## config.mk

```make
export PLATFORM = sky130hd
export DESIGN_NAME = display_arbiter
export DESIGN_NICKNAME = d
export VERILOG_FILES = /design/src/rtl/display_arbiter.sv
export SDC_FILE = /design/constraint.sdc
export NUM_CORES = 1
export LEC_CHECK = 0
export ABC_AREA = 0
export CELL_PAD_IN_SITES_DETAIL_PLACEMENT = 1
export CELL_PAD_IN_SITES_GLOBAL_PLACEMENT = 1
export CORE_MARGIN = 3
export CORE_UTILIZATION = 41
export CTS_CLUSTER_SIZE = 12
export DETAILED_ROUTE_END_ITERATION = 6
export PLACE_DENSITY = 0.92
export SLEW_MARGIN = 10
export SYNTH_ARGS = -nofsm -noshare
export SYNTH_HDL_FRONTEND = slang
export SYNTH_SLANG_ARGS = --single-unit
```

## constraint.sdc

```tcl
create_clock -name clk -period 6.79 [get_ports clk]
set_input_delay 1.358 -clock clk [delete_from_list [all_inputs] [get_ports clk]]
set_output_delay 1.358 -clock clk [all_outputs]
set_load 0.05 [all_outputs]
```

## src/rtl/display_arbiter.sv

```systemverilog
// Two-requester ownership arbiter for the four-digit seven-segment display.
// Requester 0 has priority; a minimum hold time stops a new owner's value from flickering.
module display_arbiter #(
  parameter int unsigned HOLD_CYCLES = 56000,
  parameter logic [15:0] IDLE_VALUE  = 16'h0000
) (
  input  logic        clk,
  input  logic        reset,
  input  logic        req0,
  input  logic [15:0] value0,
  input  logic        req1,
  input  logic [15:0] value1,
  output logic        gnt0,
  output logic        gnt1,
  output logic        busy,
  output logic [3:0]  segment0,
  output logic [3:0]  segment1,
  output logic [3:0]  segment2,
  output logic [3:0]  segment3
);

  typedef enum logic [1:0] {StIdle, StOwn0, StOwn1} state_e;

  localparam logic [31:0] HoldLoad = 32'(HOLD_CYCLES - 1);

  state_e      state_q, state_d;
  logic [31:0] hold_q, hold_d;
  logic        gnt0_q, gnt0_d;
  logic        gnt1_q, gnt1_d;
  logic        busy_q, busy_d;
  logic [15:0] seg_q, seg_d;
  logic        hold_expired;

  always_comb begin
    state_d      = state_q;
    hold_expired = (hold_q == '0);

    unique case (state_q)
      StIdle: begin
        if (req0) begin
          state_d = StOwn0;
        end else if (req1) begin
          state_d = StOwn1;
        end
      end
      StOwn0: begin
        // Requester 1 can only take over once requester 0 lets go.
        if (hold_expired && !req0) begin
          state_d = req1 ? StOwn1 : StIdle;
        end
      end
      StOwn1: begin
        if (hold_expired) begin
          if (req0) begin
            state_d = StOwn0;
          end else if (!req1) begin
            state_d = StIdle;
          end
        end
      end
      default: state_d = StIdle;
    endcase

    // Every entry into an owned state restarts the hold window.
    if (state_d != state_q && state_d != StIdle) begin
      hold_d = HoldLoad;
    end else if (!hold_expired) begin
      hold_d = hold_q - 32'd1;
    end else begin
      hold_d = hold_q;
    end

    unique case (state_d)
      StOwn0:  seg_d = value0;
      StOwn1:  seg_d = value1;
      default: seg_d = IDLE_VALUE;
    endcase

    gnt0_d = (state_d == StOwn0);
    gnt1_d = (state_d == StOwn1);
    busy_d = (state_d != StIdle);
  end

  always_ff @(posedge clk) begin
    if (reset) begin
      state_q <= StIdle;
      hold_q  <= '0;
      gnt0_q  <= 1'b0;
      gnt1_q  <= 1'b0;
      busy_q  <= 1'b0;
      seg_q   <= IDLE_VALUE;
    end else begin
      state_q <= state_d;
      hold_q  <= hold_d;
      gnt0_q  <= gnt0_d;
      gnt1_q  <= gnt1_d;
      busy_q  <= busy_d;
      seg_q   <= seg_d;
    end
  end

  assign gnt0     = gnt0_q;
  assign gnt1     = gnt1_q;
  assign busy     = busy_q;
  assign segment0 = seg_q[3:0];
  assign segment1 = seg_q[7:4];
  assign segment2 = seg_q[11:8];
  assign segment3 = seg_q[15:12];

endmodule

```

Word level (Yosys, flattened, before mapping)
Cells that the tools add are included.

storage, ports and cells
  word-level logic and storage cells = 32
  input port bits = 36
  register bits = 53

cells by class
  reduce and logical (&&, ||, !) cells = 7
  $add $sub $neg = 1
  muxes and demuxes = 11
  equal/unequal tests = 6

operators with widths
  cell                                                                   count
  32-bit zero test                                                       1
  16-bit 2-to-1 mux                                                      2
  16-bit one-hot mux with 2 select lines                                 1
  32-bit by 1-bit subtractor with 32-bit output (second input constant)  1
  2-bit 2-to-1 mux                                                       7
  2-bit one-hot mux with 3 select lines                                  1
  2-bit by 1-bit == test with 1-bit output (second input constant)       2
  2-bit == test (second input constant)                                  2
  1-bit logical AND                                                      2
  2-bit zero test                                                        1
  2-bit by 1-bit != test with 1-bit output (second input constant)       1
  2-bit != test                                                          1
  2-bit nonzero test                                                     1
  2-bit OR reduction                                                     1
  1-bit zero test                                                        1

Depth between registers and ports, before layout
  depth in word-level cells = 7
  mapped depth = 15

Least setup slack after synthesis
Ideal clock, no wire load.

  kind = flip-flop to flip-flop
  start = register hold_q[0]
  end = register hold_q[23]
  stages on the path, launching flop included = 16
  path buffers = 3
  clock period less this slack = 3,413 ps
  path slack = 3,377 ps
  required time = 6,660 ps
  arrival = 3,283 ps
  setup time = 130 ps
  cells stage by stage = dfxtp_1 inv_1 ha_1 or4b_4 nor4_4 and4_1 buf_4 buf_6 nand3b_1 o21a_1 ha_1 a221oi_1 inv_1 o21ai_2 buf_2 a21oi_1

between the ends
  word-level cells in the longest chain between the ends = 7
  elaborated cells on any way between the ends = 10

RTL lines
  what                                                        RTL line  RTL
  start, declared                                             27        logic [31:0] hold_q, hold_d;
  start signal, assigned                                      94        hold_q <= hold_d;
  32-bit zero test                                            36        hold_expired = (hold_q == '0);
  1-bit logical AND                                           48        if (hold_expired && !req0) begin
  2-bit 2-to-1 mux                                            48
  2-bit one-hot mux with 3 select lines                       38        unique case (state_q)
  2-bit != test / 2-bit nonzero test (equally long branches)  65        if (state_d != state_q && state_d != StIdle) begin
  1-bit logical AND                                           65
  2-bit OR reduction (no source line)                         -

Several ways; a longest one is shown, not always the timed one.
A chain may end at the register's enable or synchronous reset.

Worst setup path after layout
  start = register hold_q[0]
  end = register hold_q[18]

The elaborated chain is that of the path after synthesis.

==> flow_summary.toml <==
[outcome]
status = "finished clean"

[setup_path]
reg2regPathDepth = 12
arrival_ns = 4.99
crit_fanout = 27
crit_type = "reg2reg"
worstPathRequired_ns = 6.96
r2r_end = "hold_q[18]$_SDFFE_PP0P_"
timing.rr.start = "hold_q[0]$_SDFFE_PP0P_"
r2r_slack_ns = 1.98
endpoint_kind = "flop"
start_kind = "flop"

[synthesis]
yosysMostFrequentCell = "dfxtp_1"
synthFlopType = "dfxtp_1"
syn_area_mm2 = 0.00260
syn_nets = 324
yosys.area.top_type = "dfxtp_1"
synthTopCellsByCount = "dfxtp_1, nor2_1, a21oi_1, a22oi_1, o31ai_1"
synth_edf_count = 0
synth_cell_types = 52
syn_inst = 282
ys_seq_elements = 53
ys_seq_area_share_pct = 40.8
syn_avg_cell_area_um2 = 9.22
async_reset_ff_share_pct = 0
ys_warn_count = 0
synth_area_leaders = "dfxtp_1, a22oi_1, nor2_1"
synth_top_area_share_pct = 40.8

[power_and_ir_drop]
switching_share_pct = 39.2
leakage_nw = 1.15
power.density_mw_per_mm2 = 284
peakVddDrop_mv = 0.150
power.internal_uw = 559
p_total_uw = 919
p_seq_share_pct = 42.1
switchingPower_uw = 361
share_comb_of_total_power_pct = 37.1
clkPwrFrac_pct = 20.8

[floorplan]
ios = 55
die_w_um = 85.6
die_y_um = 85.6
row_count = 28
dieArea_mm2 = 0.00733
initial_utilization_pct = 43.1
core_mm2 = 0.00603

[route]
ant_nets = 0
wire_per_inst_um = 19.4
firstDrtPassIters = 4
vias = 2468
drc_errors = 0
wirelength_mm = 7.85
drt_iter0_drc = 150
post_drt_via_cell_ratio = 6.09

[sta]
finalMaxSlewViolations = 0
rsz0062_at_grt = "false"
worst_pin_slew_ns = 0.916
clock_skew_ns = 0.0108
finalHoldWorstSlack_ns = 0.496
tns_ns = 0
finalSetupViolCount = 0
hold_viol = 0
max_slew_margin_pct = 38.9
clock.fmax_mhz = 208
period_minus_slack_ns = 4.81
fin_crit_sh_pct = 70.9

[placed_design]
dp_hpwl_mm = 5.76
gp_congestion = 0.861
dp_cells = 397
place.port_buffers = 54

[hold_path]
min_from = "hold_q[29]$_SDFFE_PP0P_"
hold_depth = 2
holdPathEnd = "hold_q[29]$_SDFFE_PP0P_"
hp-class = "reg2reg"

[clocking]
clk_latency_ns = 0.31
cts_hold_buf = 0
cts_tree = "built"
cts_buffer_depth = 2
path_clk_slew_ns = 0.10
cts-root-buf = "clkbuf_8"
cts-buffers-inserted = 5
post_cts_buffers = 0
cts_resized = 0
cts_max_level = 2
cts_sinks = 53

[global_route]
overflow = 0
grt_pass1_wl_mm = 12.7
grt_util_all_layers_pct = 21.7
antenna_found_initial = 0
grt_pass1_vias = 2548
grt_start_max_net_pins = 28

[run]
cap_violations = 0

[finish]
drive_gt1_share_pct = 10.3
synthToLayoutAreaGrowth_pct = 24.5
fin_cells = 405
nNetsFinal = 371
antenna_cells = 0
## power by group through the flow
stage          sequential, mW  clock (mW)  combinational (mW)
3_5_place_dp            0.393           0               0.336
6_report                0.387       0.191               0.341
3_3_place_gp            0.389           0               0.321
4_1_cts                 0.386       0.195               0.339
5_1_grt                 0.393       0.211               0.370
2_1_floorplan           0.415           0               0.212
## placed cells by master, fill, tap and decap left out, drive strengths merged
master         Yosys  final
dfxtp             53     53
o21a               1      1
or2b               1      1
or4               18     18
nor3               7      7
a211oi             2      2
nand2              7      7
nor4               8      8
or3               14     14
nand4              2      2
clkbuf             9      6
and4               1      1
and3               1      1
and2               1      1
xor2               4      4
a211o              2      2
o21ai             10     10
o41ai              5      5
o22ai              1      1
clkdlybuf4s50      0     54
a22oi             16     16
clkinv             0      2
nor2b              3      3
a21oi             22     22
nand2b             2      2
or4b               1      1
nor2              30     30
a31oi              9      9
nand3b             1      1
ha                 6      6
a41oi              1      1
nand3              5      5
a221oi             1      1
xnor2              5      5
or4bb              2      2
o31ai             14     14
inv                5      5
or2                7      7
## through the flow
stage	util, %	area [um2]	worst slack (ns)
2_1_floorplan	-	2600	3.38
3_3_place_gp	52.1	3140	2.30
3_5_place_dp	52.1	3140	2.03
4_1_cts	53.7	3240	1.96
5_1_grt	53.7	3240	1.57
6_report	53.7	3240	1.98
## area by class of cell
class | instances | area (um2)
Timing Repair Buffer | 54 | 541
Clock inverter | 2 | 13.8
Fill cell | 702 | 2790
Inverter | 5 | 18.8
Sequential cell | 53 | 1060
Tap cell | 75 | 93.8
Clock buffer | 6 | 82.6
Multi-Input combinational cell | 210 | 1430
## registers in the layout, summed over array words and instances, names as in the netlist
name and flops:
state_q 2, gnt0 1, gnt1 1, seg_q 16, hold_q 32, busy 1
## per-layer routing
layer,routed length [um],part of all wire [%],up-vias,global-route usage [%]
met5,0,0,-,0
met3,227,2.9,13,3.46
met2,3980,51,41,37.6
met1,3460,44,1245,27.4
li1,-,-,1169,-
met4,176,2.2,0,7.19
## cells by family after synthesis
logic type / Yosys count / share of synthesized area, %
AOI/OAI and AO/OA: 84 / 22.0
xor gates and xnor gates: 9 / 3.03
adders and majority gates: 6 / 2.89
buffers and inverters: 19 / 4.33
DFF: 53 / 40.8
and+or+nand+nor: 111 / 27.0
## critical path: stages, from the launching register on
cell and delay, ns:
dfxtp_1 0.38, inv_1 0.12, ha_1 0.15, or4b_4 0.49
nor4_4 0.44, and4_1 0.84, nand3b_1 0.24, o21a_1 0.20
ha_1 0.23, a221oi_1 0.58, inv_1 0.12, o21ai_2 0.75
nor2_1 0.12
## worst max path at each step
stage / from / to / slack [ns] / cells after the start
after floorplan: hold_q[0]$_SDFFE_PP0P_ / hold_q[23]$_SDFFE_PP0P_ / 3.38 / 15
final: hold_q[0]$_SDFFE_PP0P_ / hold_q[18]$_SDFFE_PP0P_ / 1.98 / 12
after global placement: hold_q[0]$_SDFFE_PP0P_ / hold_q[18]$_SDFFE_PP0P_ / 2.30 / 12
after global routing: hold_q[0]$_SDFFE_PP0P_ / hold_q[26]$_SDFFE_PP0P_ / 1.57 / 12
after CTS: hold_q[0]$_SDFFE_PP0P_ / hold_q[6]$_SDFFE_PP0P_ / 1.96 / 12
after detailed placement: hold_q[0]$_SDFFE_PP0P_ / hold_q[18]$_SDFFE_PP0P_ / 2.03 / 12
Note: power is estimated with default switching activity, not from simulation.
